**config.mk**
```make
export PLATFORM = sky130hd
export DESIGN_NAME = axil_reg_bank_flat
export DESIGN_NICKNAME = d
export VERILOG_FILES = /design/src/rtl/axil_pkg.sv /design/src/rtl/axi_lite.sv /design/src/rtl/axil_reg_bank.sv /design/src/flat_wrapper.sv
export SDC_FILE = /design/constraint.sdc
export NUM_CORES = 1
export LEC_CHECK = 0
export CAP_MARGIN = 20
export CORE_AREA = 4 4 458 460
export CTS_BUF_LIST = sky130_fd_sc_hd__clkbuf_16
export CTS_CLUSTER_DIAMETER = 80
export DETAILED_ROUTE_END_ITERATION = 16
export DIE_AREA = 0 0 462 464
export PLACE_DENSITY_LB_ADDON = 0.15
export SLEW_MARGIN = 0
export SYNTH_ARGS = -nofsm -noshare
export SYNTH_HDL_FRONTEND = slang
export SYNTH_SLANG_ARGS = --single-unit
```
**constraint.sdc**
```tcl
create_clock -name clk -period 5.1 [get_ports clk]
set_input_delay 1.02 -clock clk [delete_from_list [all_inputs] [get_ports clk]]
set_output_delay 1.02 -clock clk [all_outputs]
set_load 0.1 [all_outputs]
```
**src/rtl/axil_pkg.sv**
```systemverilog
// Shared AXI-Lite definitions: response codes, FSM state types and byte-lane merge.
package axil_pkg;

  localparam logic [1:0]  RESP_OKAY   = 2'b00;
  localparam logic [1:0]  RESP_SLVERR = 2'b10;
  localparam int unsigned DATA_MAX    = 64;

  typedef enum logic {WR_IDLE, WR_RESP} wr_state_t;
  typedef enum logic {RD_IDLE, RD_DATA} rd_state_t;

  // Sized for the widest supported bus; callers zero-extend and truncate.
  function automatic logic [DATA_MAX-1:0] strb_merge(
    input logic [DATA_MAX-1:0]   old_w,
    input logic [DATA_MAX-1:0]   new_w,
    input logic [DATA_MAX/8-1:0] strb
  );
    logic [DATA_MAX-1:0] res;
    res = old_w;
    for (int unsigned k = 0; k < DATA_MAX/8; k++) begin
      if (strb[k]) res[8*k +: 8] = new_w[8*k +: 8];
    end
    return res;
  endfunction

endpackage

```
**src/rtl/axi_lite.sv**
```systemverilog
// AXI-Lite bus bundle; address width equals data width.
interface axi_lite #(
  parameter int unsigned DATA_WIDTH = 32
);
  logic [DATA_WIDTH-1:0]   awaddr;
  logic [2:0]              awprot;
  logic                    awvalid;
  logic                    awready;
  logic [DATA_WIDTH-1:0]   wdata;
  logic [DATA_WIDTH/8-1:0] wstrb;
  logic                    wvalid;
  logic                    wready;
  logic [1:0]              bresp;
  logic                    bvalid;
  logic                    bready;
  logic [DATA_WIDTH-1:0]   araddr;
  logic [2:0]              arprot;
  logic                    arvalid;
  logic                    arready;
  logic [DATA_WIDTH-1:0]   rdata;
  logic [1:0]              rresp;
  logic                    rvalid;
  logic                    rready;

  modport master (
    output awaddr, awprot, awvalid, wdata, wstrb, wvalid, bready,
           araddr, arprot, arvalid, rready,
    input  awready, wready, bresp, bvalid, arready, rdata, rresp, rvalid
  );

  modport slave (
    input  awaddr, awprot, awvalid, wdata, wstrb, wvalid, bready,
           araddr, arprot, arvalid, rready,
    output awready, wready, bresp, bvalid, arready, rdata, rresp, rvalid
  );
endinterface

```
**src/rtl/axil_reg_bank.sv**
```systemverilog
// AXI-Lite control/status register bank with independent write and read FSMs.
// Optional: define AXIL_REG_BANK_W1C_EN to make read-only registers sticky
// (set from stat_i, cleared by writing 1s).
module axil_reg_bank
  import axil_pkg::*;
#(
  parameter int unsigned         DATA_WIDTH = 32,
  parameter int unsigned         NUM_REGS   = 16,
  parameter logic [NUM_REGS-1:0] RO_MASK    = '0
) (
  input  logic                           clk,
  input  logic                           rst,
  axi_lite.slave                         s_axil,
  output logic [NUM_REGS*DATA_WIDTH-1:0] ctrl_o,
  output logic [NUM_REGS-1:0]            wr_pulse_o,
  input  logic [NUM_REGS*DATA_WIDTH-1:0] stat_i
);

  localparam int unsigned BYTES    = DATA_WIDTH / 8;
  localparam int unsigned ADDR_LSB = $clog2(BYTES);
  localparam int unsigned IDX_W    = $clog2(NUM_REGS);

  wr_state_t             wr_state_q, wr_state_d;
  logic                  aw_held_q, aw_held_d, w_held_q, w_held_d;
  logic                  awready_q, awready_d, wready_q, wready_d;
  logic                  bvalid_q, bvalid_d;
  logic [1:0]            bresp_q, bresp_d;
  logic [DATA_WIDTH-1:0] awaddr_q, awaddr_d, wdata_q, wdata_d;
  logic [BYTES-1:0]      wstrb_q, wstrb_d;
  logic [DATA_WIDTH-1:0] regs_q [NUM_REGS];
  logic [DATA_WIDTH-1:0] regs_d [NUM_REGS];
  logic [NUM_REGS-1:0]   wr_pulse_q, wr_pulse_d;

  rd_state_t             rd_state_q, rd_state_d;
  logic                  arready_q, arready_d, rvalid_q, rvalid_d;
  logic [1:0]            rresp_q, rresp_d;
  logic [DATA_WIDTH-1:0] rdata_q, rdata_d;

  logic [DATA_WIDTH-1:0] stat_w [NUM_REGS];
  logic [IDX_W-1:0]      wr_idx, rd_idx;
  logic                  wr_in_range, rd_in_range;
  logic                  unused_prot;

  assign unused_prot = ^{s_axil.awprot, s_axil.arprot};

  assign wr_idx      = awaddr_q[ADDR_LSB +: IDX_W];
  assign wr_in_range = (awaddr_q >> (ADDR_LSB + IDX_W)) == '0;
  assign rd_idx      = s_axil.araddr[ADDR_LSB +: IDX_W];
  assign rd_in_range = (s_axil.araddr >> (ADDR_LSB + IDX_W)) == '0;

  for (genvar g = 0; g < NUM_REGS; g++) begin : g_slice
    assign stat_w[g]                           = stat_i[g*DATA_WIDTH +: DATA_WIDTH];
    assign ctrl_o[g*DATA_WIDTH +: DATA_WIDTH] = regs_q[g];
  end

  // Write path: collect AW and W independently, commit once both are held.
  always_comb begin
    wr_state_d = wr_state_q;
    aw_held_d  = aw_held_q;
    w_held_d   = w_held_q;
    awaddr_d   = awaddr_q;
    wdata_d    = wdata_q;
    wstrb_d    = wstrb_q;
    bvalid_d   = bvalid_q;
    bresp_d    = bresp_q;
    regs_d     = regs_q;
    wr_pulse_d = '0;
    unique case (wr_state_q)
      WR_IDLE: begin
        if (aw_held_q && w_held_q) begin
          aw_held_d  = 1'b0;
          w_held_d   = 1'b0;
          wr_state_d = WR_RESP;
          bvalid_d   = 1'b1;
          if (!wr_in_range) begin
            bresp_d = RESP_SLVERR;
          end else if (RO_MASK[wr_idx]) begin
`ifdef AXIL_REG_BANK_W1C_EN
            regs_d[wr_idx] = regs_q[wr_idx] &
              ~DATA_WIDTH'(strb_merge('0, DATA_MAX'(wdata_q), (DATA_MAX/8)'(wstrb_q)));
            wr_pulse_d[wr_idx] = 1'b1;
            bresp_d            = RESP_OKAY;
`else
            bresp_d = RESP_SLVERR;
`endif
          end else begin
            regs_d[wr_idx] = DATA_WIDTH'(strb_merge(DATA_MAX'(regs_q[wr_idx]),
              DATA_MAX'(wdata_q), (DATA_MAX/8)'(wstrb_q)));
            wr_pulse_d[wr_idx] = 1'b1;
            bresp_d            = RESP_OKAY;
          end
        end else begin
          if (s_axil.awvalid && awready_q) begin
            awaddr_d  = s_axil.awaddr;
            aw_held_d = 1'b1;
          end
          if (s_axil.wvalid && wready_q) begin
            wdata_d  = s_axil.wdata;
            wstrb_d  = s_axil.wstrb;
            w_held_d = 1'b1;
          end
        end
      end
      WR_RESP: begin
        if (s_axil.bready) begin
          wr_state_d = WR_IDLE;
          bvalid_d   = 1'b0;
        end
      end
      default: wr_state_d = WR_IDLE;
    endcase
`ifdef AXIL_REG_BANK_W1C_EN
    // Status set is applied after the clear so a simultaneous set wins.
    for (int unsigned i = 0; i < NUM_REGS; i++) begin
      if (RO_MASK[i]) regs_d[i] = regs_d[i] | stat_w[i];
    end
`endif
    awready_d = (wr_state_d == WR_IDLE) && !aw_held_d;
    wready_d  = (wr_state_d == WR_IDLE) && !w_held_d;
  end

  // Read path: capture data and response at AR acceptance, hold until rready.
  always_comb begin
    rd_state_d = rd_state_q;
    rvalid_d   = rvalid_q;
    rdata_d    = rdata_q;
    rresp_d    = rresp_q;
    unique case (rd_state_q)
      RD_IDLE: begin
        if (s_axil.arvalid && arready_q) begin
          rd_state_d = RD_DATA;
          rvalid_d   = 1'b1;
          if (!rd_in_range) begin
            rdata_d = '0;
            rresp_d = RESP_SLVERR;
          end else begin
            rresp_d = RESP_OKAY;
`ifdef AXIL_REG_BANK_W1C_EN
            rdata_d = regs_q[rd_idx];
`else
            rdata_d = RO_MASK[rd_idx] ? stat_w[rd_idx] : regs_q[rd_idx];
`endif
          end
        end
      end
      RD_DATA: begin
        if (s_axil.rready) begin
          rd_state_d = RD_IDLE;
          rvalid_d   = 1'b0;
        end
      end
      default: rd_state_d = RD_IDLE;
    endcase
    arready_d = (rd_state_d == RD_IDLE);
  end

  // State and registered outputs for both FSMs.
  always_ff @(posedge clk) begin
    if (rst) begin
      wr_state_q <= WR_IDLE;
      aw_held_q  <= 1'b0;
      w_held_q   <= 1'b0;
      awready_q  <= 1'b0;
      wready_q   <= 1'b0;
      bvalid_q   <= 1'b0;
      bresp_q    <= '0;
      awaddr_q   <= '0;
      wdata_q    <= '0;
      wstrb_q    <= '0;
      wr_pulse_q <= '0;
      for (int unsigned i = 0; i < NUM_REGS; i++) regs_q[i] <= '0;
      rd_state_q <= RD_IDLE;
      arready_q  <= 1'b0;
      rvalid_q   <= 1'b0;
      rresp_q    <= '0;
      rdata_q    <= '0;
    end else begin
      wr_state_q <= wr_state_d;
      aw_held_q  <= aw_held_d;
      w_held_q   <= w_held_d;
      awready_q  <= awready_d;
      wready_q   <= wready_d;
      bvalid_q   <= bvalid_d;
      bresp_q    <= bresp_d;
      awaddr_q   <= awaddr_d;
      wdata_q    <= wdata_d;
      wstrb_q    <= wstrb_d;
      wr_pulse_q <= wr_pulse_d;
      regs_q     <= regs_d;
      rd_state_q <= rd_state_d;
      arready_q  <= arready_d;
      rvalid_q   <= rvalid_d;
      rresp_q    <= rresp_d;
      rdata_q    <= rdata_d;
    end
  end

  assign s_axil.awready = awready_q;
  assign s_axil.wready  = wready_q;
  assign s_axil.bvalid  = bvalid_q;
  assign s_axil.bresp   = bresp_q;
  assign s_axil.arready = arready_q;
  assign s_axil.rvalid  = rvalid_q;
  assign s_axil.rresp   = rresp_q;
  assign s_axil.rdata   = rdata_q;
  assign wr_pulse_o     = wr_pulse_q;

endmodule

```
**src/flat_wrapper.sv**
```systemverilog
// flat-port wrapper written by rule: the top's interface ports become plain ports
module axil_reg_bank_flat import axil_pkg::*;
#(
  parameter int unsigned         DATA_WIDTH = 32,
  parameter int unsigned         NUM_REGS   = 16,
  parameter logic [NUM_REGS-1:0] RO_MASK    = '0
)
  (clk, rst, ctrl_o, wr_pulse_o, stat_i, s_axil_awaddr, s_axil_awprot, s_axil_awvalid, s_axil_wdata, s_axil_wstrb, s_axil_wvalid, s_axil_bready, s_axil_araddr, s_axil_arprot, s_axil_arvalid, s_axil_rready, s_axil_awready, s_axil_wready, s_axil_bresp, s_axil_bvalid, s_axil_arready, s_axil_rdata, s_axil_rresp, s_axil_rvalid);
  axi_lite #(.DATA_WIDTH(DATA_WIDTH)) s_axil_i ();
  input  logic clk;
  input  logic rst;
  output logic [NUM_REGS*DATA_WIDTH-1:0] ctrl_o;
  output logic [NUM_REGS-1:0] wr_pulse_o;
  input  logic [NUM_REGS*DATA_WIDTH-1:0] stat_i;
  input wire logic [$bits(s_axil_i.awaddr)-1:0] s_axil_awaddr;
  input wire logic [$bits(s_axil_i.awprot)-1:0] s_axil_awprot;
  input wire logic [$bits(s_axil_i.awvalid)-1:0] s_axil_awvalid;
  input wire logic [$bits(s_axil_i.wdata)-1:0] s_axil_wdata;
  input wire logic [$bits(s_axil_i.wstrb)-1:0] s_axil_wstrb;
  input wire logic [$bits(s_axil_i.wvalid)-1:0] s_axil_wvalid;
  input wire logic [$bits(s_axil_i.bready)-1:0] s_axil_bready;
  input wire logic [$bits(s_axil_i.araddr)-1:0] s_axil_araddr;
  input wire logic [$bits(s_axil_i.arprot)-1:0] s_axil_arprot;
  input wire logic [$bits(s_axil_i.arvalid)-1:0] s_axil_arvalid;
  input wire logic [$bits(s_axil_i.rready)-1:0] s_axil_rready;
  output wire logic [$bits(s_axil_i.awready)-1:0] s_axil_awready;
  output wire logic [$bits(s_axil_i.wready)-1:0] s_axil_wready;
  output wire logic [$bits(s_axil_i.bresp)-1:0] s_axil_bresp;
  output wire logic [$bits(s_axil_i.bvalid)-1:0] s_axil_bvalid;
  output wire logic [$bits(s_axil_i.arready)-1:0] s_axil_arready;
  output wire logic [$bits(s_axil_i.rdata)-1:0] s_axil_rdata;
  output wire logic [$bits(s_axil_i.rresp)-1:0] s_axil_rresp;
  output wire logic [$bits(s_axil_i.rvalid)-1:0] s_axil_rvalid;
  assign s_axil_i.awaddr = s_axil_awaddr;
  assign s_axil_i.awprot = s_axil_awprot;
  assign s_axil_i.awvalid = s_axil_awvalid;
  assign s_axil_i.wdata = s_axil_wdata;
  assign s_axil_i.wstrb = s_axil_wstrb;
  assign s_axil_i.wvalid = s_axil_wvalid;
  assign s_axil_i.bready = s_axil_bready;
  assign s_axil_i.araddr = s_axil_araddr;
  assign s_axil_i.arprot = s_axil_arprot;
  assign s_axil_i.arvalid = s_axil_arvalid;
  assign s_axil_i.rready = s_axil_rready;
  assign s_axil_awready = s_axil_i.awready;
  assign s_axil_wready = s_axil_i.wready;
  assign s_axil_bresp = s_axil_i.bresp;
  assign s_axil_bvalid = s_axil_i.bvalid;
  assign s_axil_arready = s_axil_i.arready;
  assign s_axil_rdata = s_axil_i.rdata;
  assign s_axil_rresp = s_axil_i.rresp;
  assign s_axil_rvalid = s_axil_i.rvalid;
  axil_reg_bank #(.DATA_WIDTH(DATA_WIDTH), .NUM_REGS(NUM_REGS), .RO_MASK(RO_MASK)) u_core (.clk(clk), .rst(rst), .s_axil(s_axil_i), .ctrl_o(ctrl_o), .wr_pulse_o(wr_pulse_o), .stat_i(stat_i));
endmodule
```
Word-level counts from Yosys, hierarchy flattened
Memories as Yosys holds them, arrays and structs flattened. A register that Yosys moved wholly into a read port is not among the register bits.
Cells that the tools add are included.
W data, S select, Z words.
- register bits: 641
- latch bits: 0
- bits in writable memories: 0
- memory bits (read-only): 32
- output and inout port bits: 569
- memories: 2
- memory list (name ; words ; width ; rd ports ; clocked after Yosys merged registers in ; wr ports ; RTL line ; source):
    (name not given) ; 16 ; 1 ; 1 ; 1 ; 0 ; axil_reg_bank.sv:77 ; end else if (RO_MASK[wr_idx]) begin
    (name not given) ; 16 ; 1 ; 1 ; 0 ; 0 ; axil_reg_bank.sv:141 ; rdata_d = RO_MASK[rd_idx] ? stat_w[rd_idx] : regs_q[rd_idx];
- $add $sub $neg: 0
- multiply operators: 0
- divide/modulo/power cells: 0
- magnitude comparators: 6
- equality and inequality tests: 4
- shift-type cells: 0
- muxes and demuxes: 61
- bitwise logic cells: 9
- reduce and logical (&&, ||, !) cells: 20
- operators with widths (kind ; number):
    $bwmux W512 ; 1
    $bmux W32 S4 ; 3
    $mux W32 ; 9
    $mux W8 ; 20
    $demux W32 S4 ; 1
    $logic_not A32 Y1 ; 2
    $mux W1 ; 17
    $ge A5 B5 Y1 const B ; 2
    $lt A4 B5 Y1 const B ; 2
    $not A4 Y5 ; 2
    $logic_and A1 B1 Y1 ; 8
    $mux W4 ; 2
    $pmux W1 S2 ; 4
    $reduce_and A2 Y1 ; 4
    $not A1 Y1 ; 7
    $mux W2 ; 3
    $reduce_and A3 Y1 ; 2
    $lt A5 B1 Y1 const B ; 1
    $reduce_or A5 Y1 ; 1
    $demux W1 S4 ; 1
    $ge A4 B1 Y1 const B ; 1
    $ne A2 B1 Y1 const B ; 2
    $ne A2 B2 Y1 const B ; 2
    $reduce_and A4 Y1 ; 1
    $logic_not A1 Y1 ; 2

Depth between registers and ports, before layout
- depth in word-level cells: 10
- mapped depth: 11
- gate-level depth less buffers: 5

Least setup slack after synthesis
No wires, ideal clock.
- path kind: input -> register
- start: input s_axil_araddr[2]
- end: register u_core.rdata_q[31] (netlist: u_core.s_axil.rdata[31])
- library setup time: 129 ps
- arrival time: 2730 ps
- data required time: 4971 ps
- setup slack: 2241 ps
- cell stages on the path: 7
- path buffers: 3
- path through: buf_2 -> buf_2 -> buf_1 -> mux4_2 -> mux2_2 -> a22oi_1 -> o21ai_0
- word-level cells in the longest chain between the ends: 6
- elaborated cells between the ends (all ways): 11
- RTL lines (item ; RTL line ; source):
    start: declaration ; flat_wrapper.sv:22 ; input wire logic [$bits(s_axil_i.araddr)-1:0] s_axil_araddr;
    $not A4 Y5 (implied by the code) ; axil_reg_bank.sv:141 ;
    $bmux W32 S4 ; axil_reg_bank.sv:141 ;
    $mux W32 (implied by the code) (2 in series) ; axil_reg_bank.sv:141 ;
    $mux W32 (*) ; axil_reg_bank.sv:141 ;
    $mux W32 (*) ; axil_reg_bank.sv:133 ; if (!rd_in_range) begin
    end signal: assignment ; axil_reg_bank.sv:194 ; rdata_q <= rdata_d;
    end: declaration ; axil_reg_bank.sv:37 ; logic [DATA_WIDTH-1:0] rdata_q, rdata_d;
Every way passes the cells marked *; elsewhere a longest branch is shown, timed or not. The select of a mux whose other input is x is not followed.
A chain may end at the register's enable or synchronous reset.

Final worst setup path
- start: register u_core.awaddr_q[10]
- end: register u_core.regs_q (netlist bit u_core.ctrl_o[182])
- word-level cells in the longest chain between the ends: 2
- RTL lines (item ; RTL line ; source):
    start: declaration ; axil_reg_bank.sv:28 ; logic [DATA_WIDTH-1:0] awaddr_q, awaddr_d, wdata_q, wdata_d;
    start signal: assignment ; axil_reg_bank.sv:185 ; awaddr_q <= awaddr_d;
    $logic_not A32 Y1 ; axil_reg_bank.sv:47 ; assign wr_in_range = (awaddr_q >> (ADDR_LSB + IDX_W)) == '0;
    $reduce_and A4 Y1 (no line) ; n/a ;
    end signal: assignment ; axil_reg_bank.sv:189 ; regs_q <= regs_d;
    end: declaration ; axil_reg_bank.sv:30 ; logic [DATA_WIDTH-1:0] regs_q [NUM_REGS];
Every way passes these cells.

==> reports/summary.md <==
The flow ran to the end, and the final reports show no timing, DRC or antenna violations. Final cell utilization of the core: 0.210. The largest net degree at the start of global routing came out at 102. The H-tree was split into 3 levels. The run gives 39 as the initial antenna violation count. The data arrival time of the critical path is 4.38 ns. The simple-gate area share of the yosys netlist is 0.143, and the number of instances in the placed design is 6240. The share of the clock period used by the worst path is 0.736. The TritonCTS buffer count is 94. The detail route stage leaves a number of antenna-violating nets equal to 0.

The pin slew with the least headroom to its limit came out at 1.21 ns. For this design, the CTS-stage hold fixing added 0 buffers. After detailed routing, the number of remaining DRC violations is 0. After floorplanning, the core was sized to cover 0.206 mm². In this run the worst path has a maximum fanout of 17.

Setup repair after global routing left no endpoint under its margin. For this run, the number of standard cells in the final layout without fillers is 6426. TritonCTS built the clock tree. The post-CTS setup buffer count is 0, and the buffer levels on the longest clock path is 3. The floorplan step defined a die boundary enclosing 0.214 mm². The die outline width works out to 462 µm.

In this run the power spent charging and discharging nets is 3.56 mW. The run gives 0.192 as the max-slew headroom at the worst pin. The path class of the tightest hold or removal check is reg2reg. Share of cells above drive strength 1: 0.173. Grouping stages by cell kind, the critical path spends the most delay in simple AND/OR/NAND/NOR gates. During I/O placement, the number of pins put on the boundary was 1194. Routability-driven placement finished with a final weighted congestion of 0.802. The half-perimeter wire length after placement is 147 mm, and the share of synthesized cell area in full adder, half adder and majority cells is 0. Starting density of the core: 0.147.

The row count was 167; the warning count from the yosys run was 0. Walking the worst path, the cells encountered are nor4_1 -> and4_1 -> and2_1 -> nand3_2 -> buf_4 -> o31ai_1. The tool flagged a number of max-cap violations equal to 0. For this design the static power due to leakage is 13.7 nW. The clock reaches the later pin of the worst-skew pair after 0.73 ns.

Buffers plus inverters on the worst setup path: 1. Average detailed-routed wire length per instance: 31.8 µm. The die is 464 µm tall.

After clock tree synthesis, the clock-pin slew on the worst setup and hold paths is 0.06 ns. Counting flops with a built-in enable in the synthesized netlist gives 0. Before antenna repair, the detailed router went through 6 iterations. Setup violations remaining at the end of the flow were counted as 0.

IR analysis of the VDD net gives a maximum drop of 0.000228 V. The run gives 4261 as the final-stage net count. The number of vias per cell after detailed routing came out at 4.58. Between clock sinks in the finished design, the worst skew comes to 0.0301 ns. The proportion of synthesized chip area in sequential cells was 0.422. During placement, the flow inserted port buffers numbering 669.

The tools report the number of failing hold endpoints at the final stage as 0. Synthesis inferred 637 register bits. The cell area that synthesis handed to floorplanning was 0.0302 mm². The library cell used as clock root buffer was clkbuf_16.

The tools report the register share of total power as 0.401. Among all stages on the critical path, the largest delay is contributed by and4_1. At the worst endpoint, the required time is 5.72 ns. The worst setup path is launched from a register. The tools report the internal power as 9.03 mW. The met3 layer usage reported by global route came out at 0.0425. Power spread over the standard cell area amounts to 291 mW/mm².

The number of global-route vias before repair was 28.7k; the layout-stage area growth over the synthesis result was 43.0%. The number of gates resized after CTS was 0. Met1 track demand over resource in global routing: 0.238. The starting DRC count in detailed routing was 2587; the global-route wire length before repair was 270 mm. Summed over all failing endpoints, the final setup total negative slack is 0 ns. The combinational family with the most area after synthesis was multiplexers. The final period demand of the worst path was 3.76 ns; the fmax was 266 MHz. The run gives 29.5k as the via count of the routed design.

The fraction of registers with async set/reset works out to 0. The unique cell type count in the Yosys netlist came out at 45. met2 is the most crowded layer. Compound-cell area share of the yosys netlist: 0.182. Synthesis produced a netlist whose cell count is 3080.

The post-synthesis xor/xnor area fraction was 0; the wire length after detailed routing was 204 mm. The run gives 0.183 as the overall global routing resource usage. The run gives 0 as the total global routing overflow.

The kind of critical path is reg2reg. The multiplexer area fraction after synthesis came out at 0.197. The portion of total power attributed to the clock network was 0.515; the switching share of power was 0.283. The combinational share of power is 0.083, and the maximum single-stage delay on the critical path is 0.78 ns.

The endpoint kind of the worst setup timing path is a register. The met2 track demand over resource is 0.294. The design draws 12.6 mW. The most frequently used flop master after synthesis is dfxtp_1.

The TritonCTS sink count is 637. The total count of max-transition violations in the final report was 0. Mean cell area of the mapped netlist: 9.80 µm².
[worst min-delay path, stage by stage, from the launching register on]
cell and delay, ns:
dfxtp_1 0.30, nand2_1 0.05, a21oi_1 0.05
[registers in the layout, indices dropped and copies added (netlist names), 4 cells and up]
name / count
u_core.ctrl_o: 512
u_core.s_axil.rdata: 32
u_core.wstrb_q: 4
u_core.wdata_q: 32
u_core.wr_pulse_o: 16
u_core.awaddr_q: 30
[cells in the final DEF, fill, tap and decap left out, types with 95 or more instances in the layout]
cell               n
buf_4            151
clkbuf_16         95
clkdlybuf4s50_1  638
dfxtp_1          632
mux2_2            99
mux2i_1          189
mux4_2           130
nand2_1          160
nand3_1          523
o21ai_0          206
o31ai_1          336
[cell type report]
cell class | count | area, µm²
flip-flops and latches | 637 | 12800
repair buffers | 816 | 8030
multi-input cells | 2081 | 16000
diodes | 8 | 20.0
clock buffers | 95 | 2380
clock inverters | 79 | 624
inverters | 6 | 30.0
fillers | 22518 | 163000
well taps | 2704 | 3380
[metrics by stage]
stage | hold WS, ns | cell area (µm²) | setup WS (ns)
floorplan | 0.433 | 30200 | 2.24
global placement | 0.448 | 39900 | 1.14
detailed placement | 0.447 | 40100 | 1.17
CTS | 0.455 | 43100 | 1.26
global route | 0.474 | 43200 | 1.17
finish | 0.454 | 43200 | 1.34
[power by group through the flow]
stage / registers (mW) / logic (mW) / clock network, mW
floorplan: 5.16 / 0.588 / 0
global placement: 5.16 / 1.07 / 0
detailed placement: 5.16 / 1.07 / 0
CTS: 5.05 / 1.07 / 6.69
global route: 5.05 / 1.12 / 6.86
finish: 5.05 / 1.05 / 6.48
[cells in the mapped netlist (all sizes together) (2+ instances only)]
library cell	instances	area [µm²]
nand4	19	119
a21oi	70	350
nor3	6	30.0
nand2b	3	18.8
clkbuf	237	893
mux4	130	2930
inv	5	18.8
and4	2	17.5
mux2	100	1130
nand3	527	2640
or4	2	15.0
and2	6	37.5
a221oi	37	324
a2bb2oi	3	26.3
o21ai	227	1140
dfxtp	637	12800
a22oi	39	293
nor2b	10	62.6
mux2i	189	1890
nor2	32	123
nand2	177	664
o22ai	89	557
a211oi	22	205
o31ai	336	2520
o211ai	11	82.6
and3b	2	17.5
buf	120	743
nor4	36	559
[logic make-up (layout without fill, tap and decap cells)]
kind of cell,count (synthesis),in the layout
AND/OR/NAND/NOR,825,825
buffers and inverters,363,996
flip-flops,637,637
other,1,10
multiplexers,419,419
AO/OA/AOI/OAI,835,835
[layer usage]
metal | vias to the layer above | share of wire
li1 | 13000 | -
met1 | 15012 | 0.43
met2 | 1139 | 0.46
met3 | 279 | 0.063
met4 | 26 | 0.042
met5 | - | 0.00084
[worst paths after layout]
path,cells past startpoint,slack [ns],from,endpoint
max,6,1.34,u_core.awaddr_q[10],u_core.ctrl_o[182]
min,2,0.45,u_core.wdata_q[17],u_core.wdata_q[17]
min reg2reg,2,0.45,u_core.wdata_q[17],u_core.wdata_q[17]
max reg2reg,6,1.34,u_core.awaddr_q[10],u_core.ctrl_o[182]
Power figures use the tool's default switching activity.
